==> src/rtl/measurement_loader.sv <==
// measurement_loader: double-buffered loader for three IEEE-754 words {y1,y2,y3}.
// Words fill a shadow buffer; the full shadow is published to buff_y once the
// post-publish hold window has expired, so buff_y stays stable for at least
// HOLD_CYCLES cycles after every publish.
// Optional build macro: MEASUREMENT_NAN_CHECK_EN drops frames that contain a
// NaN/Inf word (exponent 8'hFF) and pulses frame_err instead of publishing.
module measurement_loader #(
    parameter int unsigned HOLD_CYCLES = 5
) (
    input  logic        clk,
    input  logic        rst_n,
    input  logic [31:0] s_data,
    input  logic        s_valid,
    output logic        s_ready,
    output logic [95:0] buff_y,
    output logic        y_valid,
    output logic [1:0]  word_cnt,
    output logic [15:0] frames_out,
    output logic        frame_err
);

    localparam logic [3:0] L_HOLD = 4'(HOLD_CYCLES);

    logic [95:0] r_shadow;
    logic [95:0] r_buff_y;
    logic        r_y_valid;
    logic [1:0]  r_word_cnt;
    logic [3:0]  r_hold_cnt;
    logic [15:0] r_frames_out;
    logic        r_frame_err;

    logic w_accept;
    logic w_full;
    logic w_publish_slot;
    logic w_frame_bad;

    // Shadow is full exactly when three words are held; only then is the input stalled.
    assign w_full         = (r_word_cnt == 2'd3);
    assign s_ready        = rst_n & ~w_full;
    assign w_accept       = s_valid & s_ready;
    assign w_publish_slot = w_full & (r_hold_cnt == 4'd0);

`ifdef MEASUREMENT_NAN_CHECK_EN
    // Exponent all-ones marks NaN or Inf in any of the three words.
    assign w_frame_bad = (r_shadow[94:87] == 8'hFF) |
                         (r_shadow[62:55] == 8'hFF) |
                         (r_shadow[30:23] == 8'hFF);
`else
    assign w_frame_bad = 1'b0;
`endif

    // Fill the shadow, run the hold timer and publish or drop full frames.
    always_ff @(posedge clk or negedge rst_n) begin
        if (!rst_n) begin
            r_shadow     <= '0;
            r_buff_y     <= '0;
            r_y_valid    <= 1'b0;
            r_word_cnt   <= 2'd0;
            r_hold_cnt   <= 4'd0;
            r_frames_out <= 16'd0;
            r_frame_err  <= 1'b0;
        end else begin
            r_y_valid   <= 1'b0;
            r_frame_err <= 1'b0;
            if (w_publish_slot) begin
                // Publish and drop both free the shadow for the next frame.
                r_word_cnt <= 2'd0;
                if (w_frame_bad) begin
                    // Dropped frame: buff_y, frames_out and hold timer untouched.
                    r_frame_err <= 1'b1;
                end else begin
                    r_buff_y     <= r_shadow;
                    r_y_valid    <= 1'b1;
                    r_frames_out <= r_frames_out + 16'd1;
                    r_hold_cnt   <= L_HOLD;
                end
            end else begin
                if (r_hold_cnt != 4'd0) begin
                    r_hold_cnt <= r_hold_cnt - 4'd1;
                end
                if (w_accept) begin
                    case (r_word_cnt)
                        2'd0:    r_shadow[95:64] <= s_data;
                        2'd1:    r_shadow[63:32] <= s_data;
                        default: r_shadow[31:0]  <= s_data;
                    endcase
                    r_word_cnt <= r_word_cnt + 2'd1;
                end
            end
        end
    end

    assign buff_y     = r_buff_y;
    assign y_valid    = r_y_valid;
    assign word_cnt   = r_word_cnt;
    assign frames_out = r_frames_out;
    assign frame_err  = r_frame_err;

endmodule

==> config.mk <==
export PLATFORM = sky130hd
export DESIGN_NAME = measurement_loader
export DESIGN_NICKNAME = d
export VERILOG_FILES = /design/src/rtl/measurement_loader.sv
export SDC_FILE = /design/constraint.sdc
export NUM_CORES = 1
export LEC_CHECK = 0
export CAP_MARGIN = 10
export CORE_AREA = 3 3 148 150
export CTS_CLUSTER_DIAMETER = 40
export DETAILED_ROUTE_END_ITERATION = 6
export DIE_AREA = 0 0 151 153
export SYNTH_ARGS = -nofsm -noshare
export SYNTH_HDL_FRONTEND = slang
export SYNTH_SLANG_ARGS = --single-unit
export TNS_END_PERCENT = 5
==> constraint.sdc <==
create_clock -name clk -period 4.9 [get_ports clk]
set_clock_uncertainty 0.05 [all_clocks]
set_input_delay 0.98 -clock clk [delete_from_list [all_inputs] [get_ports clk]]
set_output_delay 0.98 -clock clk [all_outputs]
set_load 0.05 [all_outputs]
==> results of run 1 <==
cell type report:
type | count | share of cell area (%)
Clock inverter | 13 | 1.24
Clock buffer | 48 | 9.44
Sequential cell | 215 | 48.1
Timing Repair Buffer | 152 | 13.8
Tap cell | 275 | 3.07
Multi-Input combinational cell | 260 | 24.2
Inverter | 7 | 0.235
cells in the mapped netlist, drive strengths merged, types with 2 or more instances:
master  number
mux2       193
and3         2
nand3        6
nand2        7
xor2         5
buf         23
nor2         3
nand4        5
dfrtp      215
inv          7
ha           6
xnor2       11
nor4         3
a21oi        4
nor3         4
worst paths after layout:
check                                from              to  cells after the start
hold / removal             frames_out[15]  frames_out[15]                      1
hold reg to reg            frames_out[15]  frames_out[15]                      1
setup reg to reg              word_cnt[0]   frames_out[4]                      6
min in group asynchronous           rst_n      buff_y[40]                      1
max in group asynchronous           rst_n    r_shadow[46]                      2
setup / recovery                    rst_n         s_ready                      3
through the flow:
| stage | util (%) | instance area (µm²) | setup WS, ns |
|---|---|---|---|
| finish | 53.8 | 11200 | 1.36 |
| global route | 53.8 | 11200 | 1.24 |
| CTS | 53.8 | 11200 | 1.31 |
| detailed placement | 48.0 | 10000 | 1.31 |
| global placement | 48.0 | 10000 | 1.33 |
| floorplan | - | 8230 | 2.34 |
power by group:
| group | switching, mW | internal (mW) | total (mW) |
|---|---|---|---|
| Sequential | 0.379 | 2.50 | 2.88 |
| Clock | 0.802 | 1.61 | 2.41 |
| Combinational | 1.63 | 1.18 | 2.81 |
layer usage:
layer | vias to the layer above | part of all wire, % | global-route usage, %
li1 | 2117 | - | -
met1 | 2454 | 41 | 17.9
met2 | 124 | 50 | 24.2
met3 | 27 | 6.7 | 4.92
met4 | 0 | 2.1 | 4.92
met5 | - | 0 | 0
state kept, by name, summed over array words and instances, names as in the netlist:
signal / cells
word_cnt: 2
r_hold_cnt: 4
frames_out: 16
r_shadow: 96
buff_y: 96
y_valid: 1
kinds of logic after synthesis:
| family | after synthesis | synth area share [%] |
|---|---|---|
| AO/OA/AOI/OAI | 9 | 0.684 |
| XOR/XNOR | 16 | 1.70 |
| adder cells (fa/ha/maj) | 6 | 0.912 |
| buffers and inverters | 30 | 2.04 |
| flip-flops | 215 | 65.4 |
| multiplexers | 193 | 26.4 |
| other | 1 | 0.0456 |
| AND/OR/NAND/NOR | 35 | 2.83 |
==> flow_summary.toml, run 1 <==
[routing]
drc = 0
drt_iter0_markers = 105
wirelength_mm = 16.7
via_count = 4722
drtPass1Iterations = 4
wire_per_inst_um = 17.2
antenna_left = 0
via_per_inst = 4.87

[floorplan]
die_w_um = 151
core-area_um2 = 20800
rows = 53
die-area_um2 = 23100
boundaryPins = 152
dieHeight_um = 153
initial_core_util_pct = 39.5

[clocking]
path_clk_slew_ns = 0.04
postCtsSetupBuffers = 0
ctsResizeCount = 0
insertion_delay_ns = 0.48
cts_made_buffers = 34
cts.htree.levels = 2
tritoncts = "done"
cts-root-buf = "clkbuf_16"
cts_sinks = 215
ctsHoldBuffers = 0
clock_path_buffers = 3

[sta]
fmax_mhz = 282
layout_min_cycle_time_ns = 3.54
slew_violations = 0
worst_slew_pin_slew_ns = 1.04
rsz0062_at_grt = "false"
max_slew_margin_pct = 30.7
worst_hold_slack_ns = 0.416
fin_crit_sh_pct = 72.3
tns_ns = 0
hold_violations = 0
setup_viol = 0

[logic_synthesis]
synth_area_leaders = "dfrtp_1, mux2_2, xnor2_1"
synth.distinct_cells = 31
syn_area_um2 = 8230
postSynthAreaPerCell_um2 = 16.3
ys.flop_type = "dfrtp_1"
syn_inst = 505
synth_seq_area_share_pct = 65.4
ys_warn_count = 0
syn_nets = 546
yosys.area.top_type_share_pct = 65.4
synth_largest_area_cell = "dfrtp_1"
ys_seq_elements = 215
async_flop_share_pct = 100
synth-edff-count = 0

[setup_path]
critPathMaxStageDelay_ns = 0.81
crit_fanout = 66
path_class = "input port to output pin"
endpoint_kind = "output pin"
crit_arrival_ns = 2.51
path_cells = "clkbuf_8, nor2b_2, clkdlybuf4s50_1"
r2r_slack_ns = 2.29
crit_required_ns = 3.87
critical_path.top_delay_family = "buffers and inverters"
path_buf_inv = 2
start_kind = "input port"
cpMaxStageDelayCell = "clkdlybuf4s50_1"

[grt]
overflow = 0
antenna_found_initial = 0
grt_pass1_wl_mm = 27.0
grt_pass1_vias = 5062
grt_max_degree = 152
gr-usage-all-layers_pct = 14.6

[final_layout]
multiInputGateArea_um2 = 2710
fill_cells = 1760
seqCellArea_um2 = 5380
nNetsFinal = 711
layout_common_cells = "dfrtp_1, mux2_2, clkdlybuf4s50_1, clkbuf_16, xnor2_1"
final_common_cell = "dfrtp_1"
drive_gt1_share_pct = 37.1
final_cells = 970
area_growth_pct = 36.1
diodes = 0

[placement]
dp.cells = 909
dp_hpwl_mm = 10.5
port_buffers = 150
gp_congestion = 0.724

[power]
power_mw = 8.11
vdd_drop_max_uv = 402
p_leak_nw = 5.09
power.density_nw_per_um2 = 724

[outcome]
outcome = "complete, no violations"

[worst_hold_path]
hold_class = "flop to flop"

[run]
drv_cap = 0
(Power assumes the default switching activity.)
==> run 2, diff against run 1 <==
clock period = 3.55 ns   (was 4.9 ns; I/O delays follow)
==> run 2 against run 1 <==
  * Clock power rose by 27%
  * Clock-buffer cell count down 12
  * Combinational power grew 39%
  * Die area is the same
  * Power increased by 35%
==> flow_summary.toml, run 2 (same netlist as run 1, synthesis figures left out) <==
[outcome]
outcome = "complete, no violations"

[grt]
grt_max_degree = 83
antenna_found_initial = 0
gr-usage-all-layers_pct = 15.2
grt_pass1_vias = 5214
overflow = 0
grt_pass1_wl_mm = 28.0

[clocking]
insertion_delay_ns = 0.54
path_clk_slew_ns = 0.06
ctsHoldBuffers = 1
postCtsSetupBuffers = 0
cts-root-buf = "clkbuf_16"
ctsResizeCount = 0
tritoncts = "done"
cts_sinks = 215
cts_made_buffers = 30
clock_path_buffers = 3
cts.htree.levels = 1

[sta]
finalWorstSetupSlack_ns = 0.281
fin_crit_sh_pct = 92.1
worst_slew_pin_slew_ns = 0.890
max_slew_margin_pct = 40.7
setup_viol = 0
hold_violations = 0
slew_violations = 0
tns_ns = 0
worst_hold_slack_ns = 0.417
rsz0062_at_grt = "false"
fmax_mhz = 306
layout_min_cycle_time_ns = 3.27

[floorplan]
boundaryPins = 152
initial_core_util_pct = 39.5
dieHeight_um = 153
die-area_um2 = 23100
core-area_um2 = 20800
die_w_um = 151
rows = 53

[power]
clkPwrFrac_pct = 27.9
power_frac_comb_pct = 35.6
p_leak_nw = 5.04
seqPwrFrac_pct = 36.5
p_switching_mw = 3.91
intPower_mw = 7.02
netSwitchingFraction_pct = 35.8
vdd_drop_max_uv = 529
power.density_nw_per_um2 = 984

[setup_path]
start_kind = "input port"
worst-path-stages = 4
crit_arrival_ns = 2.51
critical_path.top_delay_family = "buffers and inverters"
path_buf_inv = 3
rr_endpoint = "r_shadow[63]"
r2r_slack_ns = 1.05
critPathMaxStageDelay_ns = 0.82
crit_required_ns = 2.79
critPathLaunch = "rst_n"
path_class = "input port to output pin"
r2r_cells = 6
crit_fanout = 20
path_cells = "dlygate4sd3_1, clkbuf_8, nor2b_2, clkdlybuf4s50_1"
endpoint_kind = "output pin"
crit-reg2reg-launch = "word_cnt[0]"
cpMaxStageDelayCell = "clkdlybuf4s50_1"

[placement]
placed_area_um2 = 10100
gp_congestion = 0.747
dp_hpwl_mm = 11.1
port_buffers = 150
dpl_worst_slack_ns = 0.790

[routing]
via_per_inst = 4.88
antenna_left = 0
wire_per_inst_um = 17.7
drt_iter0_markers = 141
via_count = 4737
wirelength_mm = 17.2
drc = 0
drtPass1Iterations = 4

[worst_hold_path]
holdPathEnd = "frames_out[15]"
hold_depth = 1
hp-start = "frames_out[15]"
hold_class = "flop to flop"

[final_layout]
nNetsFinal = 713
seqCellArea_um2 = 5380
area_growth_pct = 35.1
final_common_cell = "dfrtp_1"
layout_common_cells = "dfrtp_1, mux2_2, clkdlybuf4s50_1, clkbuf_16, xnor2_1"
diodes = 0
fin_area_um2 = 11100
fill_cells = 1750
drive_gt1_share_pct = 36.9
multiInputGateArea_um2 = 2710

[run]
drv_cap = 0
run 2: cell count changes in the layout (fill, tap and decap cells not counted), moves of 3 or more:
cell / change
buf_4: +4
clkbuf_16: -7
clkinvlp_4: +3
inv_6: +3
clkbuf_8: -6
run 2: metal layers:
metal | vias to the layer above | track usage [%] | share of wire [%]
met2 | 118 | 25.1 | 49
li1 | 2126 | - | -
met5 | - | 0 | 0
met1 | 2464 | 19.3 | 42
met4 | 0 | 4.49 | 2.2
met3 | 29 | 4.65 | 7.0
run 2: worst max path at each step:
| stage | to |
|---|---|
| floorplan | r_shadow[90] |
| finish | s_ready |
| detailed placement | r_shadow[43] |
| global placement | s_ready |
| CTS | s_ready |
| global route | s_ready |
run 2: final cells by class:
class	count	area share, %
clock inverters	20	2.28
multi-input cells	260	24.3
flip-flops and latches	215	48.4
inverters	7	0.236
well taps	275	3.09
repair buffers	158	14.4
clock buffers	36	7.22
run 2: power by group through the flow:
stage	logic, mW	registers (mW)	clock network (mW)
global placement	3.86	3.98	0
CTS	3.96	4.00	3.15
detailed placement	3.94	4.03	0
finish	3.90	3.99	3.05
global route	4.11	4.13	3.26
floorplan	1.24	5.35	0
run 2: worst reg2reg max path: cells and delay by family, from the launching register on:
family	cells	cell delay, ns
adder cells (fa/ha/maj)	1	0.37
buffers and inverters	1	0.36
flip-flops	1	0.45
multiplexers	1	0.37
AND/OR/NAND/NOR	3	0.79
run 2: stage by stage:
stage	util [%]	total power, mW	instances
floorplan	-	6.59	505
global placement	48.3	7.84	914
detailed placement	48.3	7.97	914
CTS	53.4	11.1	971
global route	53.4	11.5	971
finish	53.4	10.9	971
==> run 3, diff against run 2 <==
HOLD_SLACK_MARGIN = 0.06   (was not set)
==> results of run 3 <==
No change in the layout: final DEF, timing and power equal those of run 2.
